### src/rtl/stream_packet_arbiter_pkg.sv
// Shared types and helpers for the packet-granular stream arbiter.
package stream_arb_pkg;

  // Upper bound on the source count that the round-robin helper can scan.
  localparam int unsigned ARB_MAX_SRC = 32;
  localparam int unsigned ARB_IDX_W   = 5;

  typedef enum logic {ARB_IDLE, ARB_BUSY} arb_state_t;

  // Returns the first requesting index after ptr, wrapping modulo n.
  // If nothing requests, ptr is returned; callers only use the result
  // when at least one request bit is set.
  function automatic int unsigned rr_pick(input logic [ARB_MAX_SRC-1:0] req,
                                          input int unsigned ptr,
                                          input int unsigned n);
    int unsigned cand;
    logic        found;
    rr_pick = ptr;
    found   = 1'b0;
    for (int unsigned i = 1; i <= ARB_MAX_SRC; i++) begin
      cand = (ptr + i) % n;
      if (!found && (i <= n) && req[cand[ARB_IDX_W-1:0]]) begin
        rr_pick = cand;
        found   = 1'b1;
      end
    end
  endfunction

endpackage

### src/rtl/stream_packet_arbiter_if.sv
// Bundle of the per-source input streams and the merged output stream.
// The master modport is the arbiter side, the slave modport the environment.
interface stream_packet_arbiter_if #(
  parameter int T_DATA_WIDTH = 8,
  parameter int T_SRC_COUNT  = 4,
  parameter int T_ID_WIDTH   = (T_SRC_COUNT > 1) ? $clog2(T_SRC_COUNT) : 1
);

  logic [T_DATA_WIDTH-1:0] s_data_i [T_SRC_COUNT];
  logic [T_SRC_COUNT-1:0]  s_last_i;
  logic [T_SRC_COUNT-1:0]  s_valid_i;
  logic [T_SRC_COUNT-1:0]  s_ready_o;
  logic [T_DATA_WIDTH-1:0] m_data_o;
  logic                    m_last_o;
  logic [T_ID_WIDTH-1:0]   m_id_o;
  logic                    m_valid_o;
  logic                    m_ready_i;

  modport master (
    input  s_data_i, s_last_i, s_valid_i, m_ready_i,
    output s_ready_o, m_data_o, m_last_o, m_id_o, m_valid_o
  );

  modport slave (
    output s_data_i, s_last_i, s_valid_i, m_ready_i,
    input  s_ready_o, m_data_o, m_last_o, m_id_o, m_valid_o
  );

endinterface

### src/rtl/stream_packet_arbiter_rr_arbiter.sv
// Round-robin pointer plus combinational winner selection.
// The pointer remembers the last source that completed a packet, so the
// next scan starts just above it.
module stream_rr_arbiter
  import stream_arb_pkg::*;
#(
  parameter int T_SRC_COUNT = 4,
  parameter int T_ID_WIDTH  = (T_SRC_COUNT > 1) ? $clog2(T_SRC_COUNT) : 1
) (
  input  logic                   clk,
  input  logic                   rst_n,
  input  logic [T_SRC_COUNT-1:0] req,
  input  logic                   update,
  input  logic [T_ID_WIDTH-1:0]  update_idx,
  output logic [T_ID_WIDTH-1:0]  winner
);

  logic [T_ID_WIDTH-1:0]  ptr;
  logic [ARB_MAX_SRC-1:0] req_ext;

  assign req_ext = ARB_MAX_SRC'(req);
  assign winner  = T_ID_WIDTH'(rr_pick(req_ext, 32'(ptr), T_SRC_COUNT));

  // Pointer starts at the top index so that source 0 wins first after reset.
  always_ff @(posedge clk or negedge rst_n) begin
    if (!rst_n) begin
      ptr <= T_ID_WIDTH'(T_SRC_COUNT - 1);
    end else if (update) begin
      ptr <= update_idx;
    end
  end

endmodule

### src/rtl/stream_packet_arbiter.sv
// Packet-granular round-robin arbiter: holds a grant from the first beat
// of a packet to its last beat and forwards beats through one output register
// tagged with the source index.
module stream_packet_arbiter
  import stream_arb_pkg::*;
#(
  parameter int T_DATA_WIDTH = 8,
  parameter int T_SRC_COUNT  = 4
) (
  input  logic                  clk,
  input  logic                  rst_n,
  stream_packet_arbiter_if.master bus
);

  localparam int T_ID_WIDTH = (T_SRC_COUNT > 1) ? $clog2(T_SRC_COUNT) : 1;

  arb_state_t              state_q;
  logic [T_ID_WIDTH-1:0]   grant_q;
  logic [T_ID_WIDTH-1:0]   winner;
  logic [T_SRC_COUNT-1:0]  ready;
  logic                    ready_en;
  logic                    accept;
  logic                    accept_last;
  logic [T_DATA_WIDTH-1:0] data_q;
  logic                    last_q;
  logic [T_ID_WIDTH-1:0]   id_q;
  logic                    valid_q;

  assign ready_en    = (state_q == ARB_BUSY) && (!valid_q || bus.m_ready_i);
  assign accept      = ready_en && bus.s_valid_i[grant_q];
  assign accept_last = accept && bus.s_last_i[grant_q];

  // Only the granted source may see ready, and only when the output slot frees.
  always_comb begin
    ready = '0;
    if (ready_en) begin
      ready[grant_q] = 1'b1;
    end
  end

  stream_rr_arbiter #(
    .T_SRC_COUNT (T_SRC_COUNT),
    .T_ID_WIDTH  (T_ID_WIDTH)
  ) u_rr (
    .clk        (clk),
    .rst_n      (rst_n),
    .req        (bus.s_valid_i),
    .update     (accept_last),
    .update_idx (grant_q),
    .winner     (winner)
  );

  // Grant FSM: latch a winner in idle, release it after the last beat is taken.
  always_ff @(posedge clk or negedge rst_n) begin
    if (!rst_n) begin
      state_q <= ARB_IDLE;
      grant_q <= '0;
    end else begin
      case (state_q)
        ARB_IDLE: begin
          if (|bus.s_valid_i) begin
            grant_q <= winner;
            state_q <= ARB_BUSY;
          end
        end
        ARB_BUSY: begin
          if (accept_last) begin
            state_q <= ARB_IDLE;
          end
        end
        default: state_q <= ARB_IDLE;
      endcase
    end
  end

  // Output register: load on accept, clear valid once the held beat drains.
  always_ff @(posedge clk or negedge rst_n) begin
    if (!rst_n) begin
      data_q  <= '0;
      last_q  <= 1'b0;
      id_q    <= '0;
      valid_q <= 1'b0;
    end else if (accept) begin
      data_q  <= bus.s_data_i[grant_q];
      last_q  <= bus.s_last_i[grant_q];
      id_q    <= grant_q;
      valid_q <= 1'b1;
    end else if (bus.m_ready_i) begin
      valid_q <= 1'b0;
    end
  end

  assign bus.s_ready_o = ready;
  assign bus.m_data_o  = data_q;
  assign bus.m_last_o  = last_q;
  assign bus.m_id_o    = id_q;
  assign bus.m_valid_o = valid_q;

endmodule

### src/flat_wrapper.sv
// flat-port wrapper written by rule: the top's interface ports become plain ports
module stream_packet_arbiter_flat import stream_arb_pkg::*;
#(
  parameter int T_DATA_WIDTH = 8,
  parameter int T_SRC_COUNT  = 4
)
  (clk, rst_n, bus_s_data_i, bus_s_last_i, bus_s_valid_i, bus_m_ready_i, bus_s_ready_o, bus_m_data_o, bus_m_last_o, bus_m_id_o, bus_m_valid_o);
  stream_packet_arbiter_if #(.T_DATA_WIDTH(T_DATA_WIDTH), .T_SRC_COUNT(T_SRC_COUNT)) bus_i ();
  input  logic clk;
  input  logic rst_n;
  input wire logic [$bits(bus_i.s_data_i)-1:0] bus_s_data_i;
  input wire logic [$bits(bus_i.s_last_i)-1:0] bus_s_last_i;
  input wire logic [$bits(bus_i.s_valid_i)-1:0] bus_s_valid_i;
  input wire logic [$bits(bus_i.m_ready_i)-1:0] bus_m_ready_i;
  output wire logic [$bits(bus_i.s_ready_o)-1:0] bus_s_ready_o;
  output wire logic [$bits(bus_i.m_data_o)-1:0] bus_m_data_o;
  output wire logic [$bits(bus_i.m_last_o)-1:0] bus_m_last_o;
  output wire logic [$bits(bus_i.m_id_o)-1:0] bus_m_id_o;
  output wire logic [$bits(bus_i.m_valid_o)-1:0] bus_m_valid_o;
  assign bus_i.s_data_i = {>>{bus_s_data_i}};
  assign bus_i.s_last_i = bus_s_last_i;
  assign bus_i.s_valid_i = bus_s_valid_i;
  assign bus_i.m_ready_i = bus_m_ready_i;
  assign bus_s_ready_o = bus_i.s_ready_o;
  assign bus_m_data_o = bus_i.m_data_o;
  assign bus_m_last_o = bus_i.m_last_o;
  assign bus_m_id_o = bus_i.m_id_o;
  assign bus_m_valid_o = bus_i.m_valid_o;
  stream_packet_arbiter #(.T_DATA_WIDTH(T_DATA_WIDTH), .T_SRC_COUNT(T_SRC_COUNT)) u_core (.clk(clk), .rst_n(rst_n), .bus(bus_i));
endmodule
### config.mk
export PLATFORM = sky130hd
export DESIGN_NAME = stream_packet_arbiter_flat
export DESIGN_NICKNAME = d
export VERILOG_FILES = /design/src/rtl/stream_packet_arbiter_pkg.sv /design/src/rtl/stream_packet_arbiter_if.sv /design/src/rtl/stream_packet_arbiter_rr_arbiter.sv /design/src/rtl/stream_packet_arbiter.sv /design/src/flat_wrapper.sv
export SDC_FILE = /design/constraint.sdc
export NUM_CORES = 1
export LEC_CHECK = 0
export ABC_AREA = 1
export BUFFER_PORTS_ARGS = -buffer_cell sky130_fd_sc_hd__buf_4
export CAP_MARGIN = 25
export CORE_ASPECT_RATIO = 0.75
export CORE_MARGIN = 2
export CORE_UTILIZATION = 49
export CTS_BUF_LIST = sky130_fd_sc_hd__clkbuf_16
export CTS_CLUSTER_DIAMETER = 100
export DETAILED_ROUTE_END_ITERATION = 16
export PLACE_DENSITY = 0.85
export SLEW_MARGIN = 20
export SYNTH_ARGS = -nofsm -noshare
export SYNTH_HDL_FRONTEND = slang
export SYNTH_SLANG_ARGS = --single-unit
### constraint.sdc
create_clock -name clk -period 2.95 [get_ports clk]
set_clock_uncertainty 0.2 [all_clocks]
set_input_delay 0.295 -clock clk [delete_from_list [all_inputs] [get_ports clk]]
set_output_delay 0.295 -clock clk [all_outputs]
set_load 0.1 [all_outputs]
# Word level (Yosys, flattened, before mapping)

Index checks and enable logic that the tools add are counted.

Flip-flop bits (word level): 17
Logic and storage cells: 65
Output and inout bits: 16
Bits of input ports: 43

Bitwise operators: 2
Mux-type cells: 30
Magnitude comparators: 7
Add/sub/neg operators: 4
Reduce and logical (&&, ||, !) cells: 15

Operator list:

| operator              | count |
|---|---|
| $lt A2 B6 Y1 const B  | 4 |
| $bmux W8 S2           | 1 |
| $mux W8               | 2 |
| $mux W1               | 14 |
| $bmux W1 S2           | 6 |
| $mux W2               | 4 |
| $logic_and A1 B1 Y1   | 7 |
| $add A2 B1 Y2 const B | 2 |
| $add A2 B2 Y2 const B | 2 |
| $logic_not A1 Y1      | 4 |
| $mux W4               | 1 |
| $reduce_or A4 Y1      | 1 |
| $ge A3 B3 Y1 const B  | 1 |
| $lt A2 B3 Y1 const B  | 1 |
| $not A2 Y3            | 1 |
| $demux W1 S2          | 1 |
| $ge A2 B1 Y1 const B  | 1 |
| $pmux W1 S2           | 1 |
| $reduce_and A2 Y1     | 1 |
| $reduce_bool A2 Y1    | 1 |
| $logic_or A1 B1 Y1    | 1 |
| $not A1 Y1            | 1 |

# Depth between registers and ports, before layout

Gate-level depths: netlist (run 1).

Depth after elaboration: 13
Gate-level depth with buffers: 12
Depth with buffers taken out: 11

# Cells and area by module

Synthesis (run 1) repeated with hierarchy kept, for this count alone.

Cells, all modules: 187
Area total of the unflattened synthesis: 1228.7 um^2

Modules (own cells, without submodules):

| module                | area each (um^2) | sequential area each (um^2) | times used | cells an instance |
|---|---|---|---|---|
| stream_packet_arbiter | 929.6            | 375.4                       | 1          | 138 |
| stream_rr_arbiter     | 299.0            | 52.6                        | 1          | 49 |

# Worst setup path after synthesis (run 1)

Ideal clock, no wire load.

Kind: flip-flop to output port
Start: register u_core.valid_q, in the netlist u_core.bus.m_valid_o
End: output bus_s_ready_o[0]
Slack: -0.682 ns
Data required time: 2.455 ns
Cell stages (with the launch flop): 4
Buffers on the path: 0
Data arrival time: 3.137 ns
Cell sequence: dfrtp_1 inv_1 o21ai_0 nor3_1

Longest elaborated chain between the ends: 4

Ends and longest elaborated chain:

| item                     | RTL line                    | text |
|---|---|---|
| start: declaration       | stream_packet_arbiter.sv:27 | `logic valid_q;` |
| start signal: assignment | stream_packet_arbiter.sv:82 | `valid_q <= 1'b0;` |
| start signal: assignment | stream_packet_arbiter.sv:87 | `valid_q <= 1'b1;` |
| start signal: assignment | stream_packet_arbiter.sv:89 | `valid_q <= 1'b0;` |
| $logic_not A1 Y1         | stream_packet_arbiter.sv:29 | `assign ready_en = (state_q == ARB_BUSY) && (!valid_q \|\| bus.m_ready_i);` |
| $logic_or A1 B1 Y1       | stream_packet_arbiter.sv:29 |  |
| $logic_and A1 B1 Y1      | stream_packet_arbiter.sv:29 |  |
| $mux W4                  | stream_packet_arbiter.sv:36 | `if (ready_en) begin` |
| end: declaration         | flat_wrapper.sv:15          | `output wire logic [$bits(bus_i.s_ready_o)-1:0] bus_s_ready_o;` |

No other way between the ends.

# Worst setup path in the final report (run 1)

Start: register u_core.grant_q[0]
End: output bus_s_ready_o[1]

Longest elaborated chain between the ends: 5
Elaborated cells on any way between the ends: 6
Classes of those cells: 2 x order compare; 3 x mux; 1 x reduce/logical

Ends and longest elaborated chain:

| item                                                               | RTL line                    | text |
|---|---|---|
| start: declaration                                                 | stream_packet_arbiter.sv:18 | `logic [T_ID_WIDTH-1:0] grant_q;` |
| start signal: assignment                                           | stream_packet_arbiter.sv:62 | `grant_q <= winner;` |
| $lt A2 B3 Y1 (implied by the code) or $ge A2 B1 Y1 (tied branches) | stream_packet_arbiter.sv:37 | `ready[grant_q] = 1'b1;` |
| $logic_and A1 B1 Y1 (implied by the code)                          | stream_packet_arbiter.sv:37 |  |
| $mux W1 (implied by the code)                                      | stream_packet_arbiter.sv:37 |  |
| $demux W1 S2 (*)                                                   | stream_packet_arbiter.sv:37 |  |
| $mux W4 (*)                                                        | stream_packet_arbiter.sv:36 |  |

Mark *: on every way between the ends. The rest lies on a longest branch, timed or not.

==> impl_results.md, run 1 <==
- Number of global-route vias before repair: 1,173
- Final setup violation count: 0
- Post-synthesis adder-cell area fraction: 0%
- Critical Path AT: 1.73 ns
- CTS tree: yes
- First-pass GRT wire length: 5040 µm
- Gr usage total: 24.7%
- WP data required: 2.46 ns
- Drt first-iter violations: 89
- Routed vias/inst: 5.18
- CTS Sinks: 17
- Layout cells sized above 1: 36.0%
- Die W: 60.6 µm
- Number of max-cap violations: 0
- Final min period: 2.23 ns
- Post-Syn Instances: 168
- Height of the chip: 46.4 µm
- Setup crit end kind: output pin
- RSZ-0062 raised after global routing: false
- Root buf cell: clkbuf_16
- Worst setup SP type: flop
- Worst rel slew slack: 50.8%
- Clock tree buffer depth: 2
- Grt met3 use: 3.93%
- Placer Congestion: 0.870
- Post-synth EDFFs: 0
- Synth Area in Simple Gates: 37.7%
- Mux contribution to synthesized area: 0%
- # Post-CTS Setup Buffers: 0
- Slew Viols, Final: 0
- Largest net degree at the start of global routing: 23
- Post-DR wirelength/cell: 12.6 µm
- Status: finished, violations left
- Clk pin slew, worst setup/hold paths: 0.05 ns
- Mean Syn Cell Area: 7.00 µm²
- ANT cells: 0
- Type of the most critical hold path: primary input to flop
- Core footprint: 2290 µm²
- Final WL: 3270 µm
- Residual DRC: 2
- Remaining antenna violation count: 0
- Buffers on Ports: 58
- Synth cell types: 22
- Failing checks: design-rule violations
- Post-synth ARST share: 100%
- Detailed Routing Iterations Pass 1: 10
- Most Used Layer, Global Route: met2
- # rows: 15
- Fraction of met2 tracks used by global routing: 41.1%
- Post-synthesis instance area: 1180 µm²
- Fmax: 0.449 GHz
- Total grt overflow: 0
- Largest family of logic cells by synthesized area: simple AND/OR/NAND/NOR gates
- Post-synthesis sequential area ratio: 36.4%
- Grt met1 use: 31.9%
- Layout net count: 269
- Period utilisation layout: 75.4%
- Clk_lat worst skew: 0.24 ns
- #FFs+latches synth: 17
- Die area: 2810 µm²
- Core Util, Final: 73.9%
- Vias: 1,341
- Critical-path maximum fanout: 17
- Worst-margin pin slew: 0.730 ns
- Initial antenna violation count: 0
- Post-synthesis compound-gate area fraction: 17.6%
- Area delta synth->final: 43.9%
- I/O pins: 59
- Top FF cell, synth: dfrtp_1
- XOR/XNOR Fraction of Synth Area: 0%
- Num CTS Buffers: 3
- Yosys warns: 0
- Fin. Hold Viols: 0
- Starting Density: 51.4%
- H-tree depth: 1
- Crit path kind: flop to output pin
- CTS resizes: 0
- Dpl hpwl: 2560 µm
- Syn Nets: 211
==> stage by stage <==
stage / worst slack (ns) / instance area [µm²] / std cells / TNS, ns / hold WS, ns
2_1_floorplan: -0.682 / 1180 / 168 / -1.36 / -0.201
3_3_place_gp: 0.921 / 1600 / 254 / 0 / -0.0380
3_5_place_dp: 0.785 / 1600 / 254 / 0 / -0.0353
4_1_cts: 0.752 / 1690 / 259 / 0 / 0.0517
5_1_grt: 0.571 / 1690 / 259 / 0 / 0.0596
6_report: 0.725 / 1690 / 259 / 0 / 0.0483
==> what timing repair did <==
action | 4_1_cts | 5_1_grt
endpoints found under the hold margin | 17 | 0
hold buffers | 1 | 0
setup endpoints to repair | 0 | 0
==> cell families (layout without fill, tap and decap cells) <==
group | count (synthesis) | count (layout)
flip-flops | 17 | 17
buffers and inverters | 19 | 76
AO/OA/AOI/OAI | 30 | 30
AND/OR/NAND/NOR | 102 | 102
==> per-layer routing <==
metal	vias to the layer above	part of all wire, %
li1	671	-
met1	590	42
met5	-	0
met3	10	8.0
met4	0	2.1
met2	70	48
==> cell usage after synthesis (2+ instances only) <==
library cell	n	share of area [%]
a21oi_1	11	4.7
a21oi_2	2	1.5
buf_6	3	2.9
dfrtp_1	15	32
dfstp_2	2	4.5
inv_1	10	3.2
inv_2	3	0.96
nand2_1	70	22
nand3_1	23	9.8
nand4_1	2	1.1
nor2_1	3	0.96
nor3_1	2	0.85
o21ai_0	3	1.3
o21ai_1	2	0.85
o21ai_2	10	7.4
==> state kept, by name, indices dropped and copies added, names as in the netlist <==
name	flops
u_core.bus.m_data_o	8
u_core.state_q	1
u_core.grant_q	2
u_core.bus.m_id_o	2
u_core.u_rr.ptr	2
u_core.bus.m_valid_o	1
u_core.bus.m_last_o	1
==> worst paths after layout <==
| path | cells past startpoint | from | end | slack (ns) |
|---|---|---|---|---|
| max | 3 | u_core.grant_q[0]$_DFFE_PN0P_ | bus_s_ready_o[1] | 0.72 |
| min | 2 | bus_m_ready_i | u_core.bus.m_valid_o$_DFFE_PN0P_ | 0.05 |
| max reg2reg | 7 | u_core.grant_q[0]$_DFFE_PN0P_ | u_core.bus.m_data_o[7]$_DFFE_PN0P_ | 0.75 |
| min reg2reg | 2 | u_core.bus.m_last_o$_DFFE_PN0P_ | u_core.bus.m_last_o$_DFFE_PN0P_ | 0.28 |
| max in group asynchronous | 2 | rst_n | u_core.u_rr.ptr[0]$_DFFE_PN1N_ | 2.04 |
| min in group asynchronous | 2 | rst_n | u_core.bus.m_data_o[4]$_DFFE_PN0P_ | 0.26 |
==> placed cells by master (no fill, tap or decap), types with 2 or more instances in the layout <==
cell / count
o21ai_2: 10
a21oi_2: 2
nor3_1: 2
clkbuf_16: 3
nand3_1: 23
a21oi_1: 11
nand4_1: 2
dfstp_2: 2
nor2_1: 3
nand2_1: 70
buf_4: 58
inv_1: 11
o21ai_0: 3
o21ai_1: 2
inv_2: 3
dfrtp_1: 15
==> final cells by class <==
cell class | instances | area [µm²]
Clock inverter | 1 | 3.75
Timing Repair Buffer | 59 | 445
Fill cell | 188 | 597
Sequential cell | 17 | 428
Tap cell | 34 | 42.5
Multi-Input combinational cell | 132 | 649
Inverter | 13 | 48.8
Clock buffer | 3 | 75.1
==> worst max-delay path, cell delays in order, from the launching register on <==
cell,delay (ns)
dfrtp_1,0.80
nand2_1,0.17
nor2_1,0.20
buf_4,0.32
Power of run 1 is left out: the tool's default activity adds up to more than one toggle a clock period on the data nets, which glitch-free logic cannot reach.
==> run 2, diff against run 1 <==
--- a/config.mk
+++ b/config.mk
@@ -10,11 +10,11 @@
 export CAP_MARGIN = 25
 export CORE_ASPECT_RATIO = 0.75
 export CORE_MARGIN = 2
-export CORE_UTILIZATION = 49
+export CORE_UTILIZATION = 45
 export CTS_BUF_LIST = sky130_fd_sc_hd__clkbuf_16
 export CTS_CLUSTER_DIAMETER = 100
 export DETAILED_ROUTE_END_ITERATION = 16
-export PLACE_DENSITY = 0.85
+export PLACE_DENSITY = 0.79
 export SLEW_MARGIN = 20
 export SYNTH_ARGS = -nofsm -noshare
 export SYNTH_HDL_FRONTEND = slang
==> constraint.sdc (replaced) <==
create_clock -name clk -period 2.2 [get_ports clk]
set_clock_uncertainty 0.2 [all_clocks]
set_input_delay 0.22 -clock clk [delete_from_list [all_inputs] [get_ports clk]]
set_output_delay 0.22 -clock clk [all_outputs]
set_load 0.1 [all_outputs]
==> run 2 against run 1 <==
Net effect:
- the flow now finishes without violations
- cell area is 4.7% higher
- die area is 8.2% higher
- routed wire length fell by 1.7%
- critical path depth increased by 3
- utilization decreased by 4.2 points
- worst setup slack lost 0.48 ns
- global-route usage shrank 4.4 points
- final cell count grew 2.3%
- largest cell class unchanged
==> impl_results.md, run 2 (synthesis results as in run 1) <==
- Status: complete, no violations
- # Post-CTS Setup Buffers: 0
- FF-to-FF path depth: 8
- Core footprint: 2540 µm²
- Final min period: 1.96 ns
- Final WL: 3220 µm
- Type of the most critical hold path: primary input to flop
- Fmax: 0.511 GHz
- ANT cells: 0
- Residual DRC: 0
- Layout net count: 273
- Gr usage total: 20.3%
- Num CTS Buffers: 3
- Worst-path cell chain: dlygate4sd3_1, buf_4, o21ai_1, buf_4, nor3_4, buf_4
- Crit. path cell count: 6
- Fillers: 212
- Period utilisation layout: 89.0%
- Final setup violation count: 0
- Detailed Routing Iterations Pass 1: 4
- WP data required: 1.78 ns
- Setup_tns: 0 ns
- Initial antenna violation count: 0
- Clk_lat worst skew: 0.25 ns
- Starting Density: 46.3%
- Buffers on Ports: 58
- Number of max-cap violations: 0
- Family with the most delay on the worst path: buffers and inverters
- Root buf cell: clkbuf_16
- Routed vias/inst: 5.01
- Layout cells sized above 1: 38.9%
- Dpl hpwl: 2550 µm
- Slew Viols, Final: 0
- Worst rel slew slack: 77.5%
- Area delta synth->final: 50.6%
- Critical Path Most Common Cell: buf_4
- CTS Sinks: 17
- Die area: 3040 µm²
- Fin. Hold Viols: 0
- Critical-path maximum fanout: 5
- Most frequent cells in the layout: nand2_1 (70), buf_4 (61), nand3_1 (23)
- Post-DR wirelength/cell: 12.1 µm
- First-pass GRT wire length: 4740 µm
- Setup crit end kind: output pin
- Clk pin slew, worst setup/hold paths: 0.05 ns
- Vias: 1,328
- Worst-margin pin slew: 0.332 ns
- Hold Path Cell Cnt: 3
- CTS tree: yes
- # rows: 16
- Area of the multi-input gates: 687 µm²
- Height of the chip: 48.3 µm
- Worst setup SP type: primary input
- Critical Path AT: 1.54 ns
- Remaining antenna violation count: 0
- Most common cell after layout, fill and taps aside: nand2_1
- Placer Congestion: 0.918
- I/O pins: 59
- H-tree depth: 1
- Drt first-iter violations: 68
- Crit path kind: primary input to output pin
- Die W: 63.0 µm
- Register Area: 429 µm²
- Slowest CP cell: dlygate4sd3_1
- Max stage delay on crit path: 0.53 ns
- Number of global-route vias before repair: 1,047
- Largest net degree at the start of global routing: 23
- Clock tree buffer depth: 2
- Buf/Inv on CP: 4
- Total grt overflow: 0
- RSZ-0062 raised after global routing: false
- Max FFs per register: 8
==> run 2: path summary, 6_finish.rpt <==
kind / startpoint / slack [ns] / end
max in group asynchronous: rst_n / 1.38 / u_core.u_rr.ptr[0]$_DFFE_PN1N_
min: bus_s_data_i[8] / 0.05 / u_core.bus.m_data_o[0]$_DFFE_PN0P_
min reg2reg: u_core.bus.m_data_o[0]$_DFFE_PN0P_ / 0.28 / u_core.bus.m_data_o[0]$_DFFE_PN0P_
max reg2reg: u_core.grant_q[1]$_DFFE_PN0P_ / 0.27 / u_core.bus.m_data_o[2]$_DFFE_PN0P_
min in group asynchronous: rst_n / 0.18 / u_core.bus.m_data_o[4]$_DFFE_PN0P_
max: bus_m_ready_i / 0.24 / bus_s_ready_o[0]
==> run 2: cell type report <==
cell class / count / share of cell area (%)
clock inverter: 1 / 0.212
inverter: 13 / 3.04
multi-input combinational: 132 / 38.8
tap: 36 / 2.54
clock buffer: 3 / 4.24
timing repair buffer: 63 / 27.0
sequential: 17 / 24.2
==> run 2: worst min-delay path, cell delays in order <==
cell and delay (ns):
buf_4 0.07, a21oi_1 0.06, o21ai_2 0.11
==> run 2: repair_timing <==
| item | 4_1_cts | 5_1_grt |
|---|---|---|
| hold buffers | 2 | 0 |
| endpoints found under the setup margin | 0 | 10 |
| hold endpoints to repair | 18 | 0 |
| gates resized for setup | 0 | 4 |
==> run 2: through the flow <==
stage	cell area [µm²]	hold slack [ns]	setup WS [ns]	utilization (%)	instances
floorplan	1210	-0.276	0.00195	-	168
global placement	1670	-0.111	0.261	65.6	259
detailed placement	1670	-0.110	0.177	65.6	259
CTS	1770	0.0520	0.134	69.5	265
global route	1770	0.0667	0.0359	69.7	265
finish	1770	0.0493	0.242	69.7	265
==> run 2: metal layers <==
metal  vias to the layer above  GRT usage, %  part of all wire [%]
met5                         -             0                     0
met4                         0          5.33                  0.44
met3                         2          2.31                   4.3
met2                        34          36.6                    50
met1                       618          27.4                    45
li1                        674             -                     -
Power of run 2 is left out for the same reason.
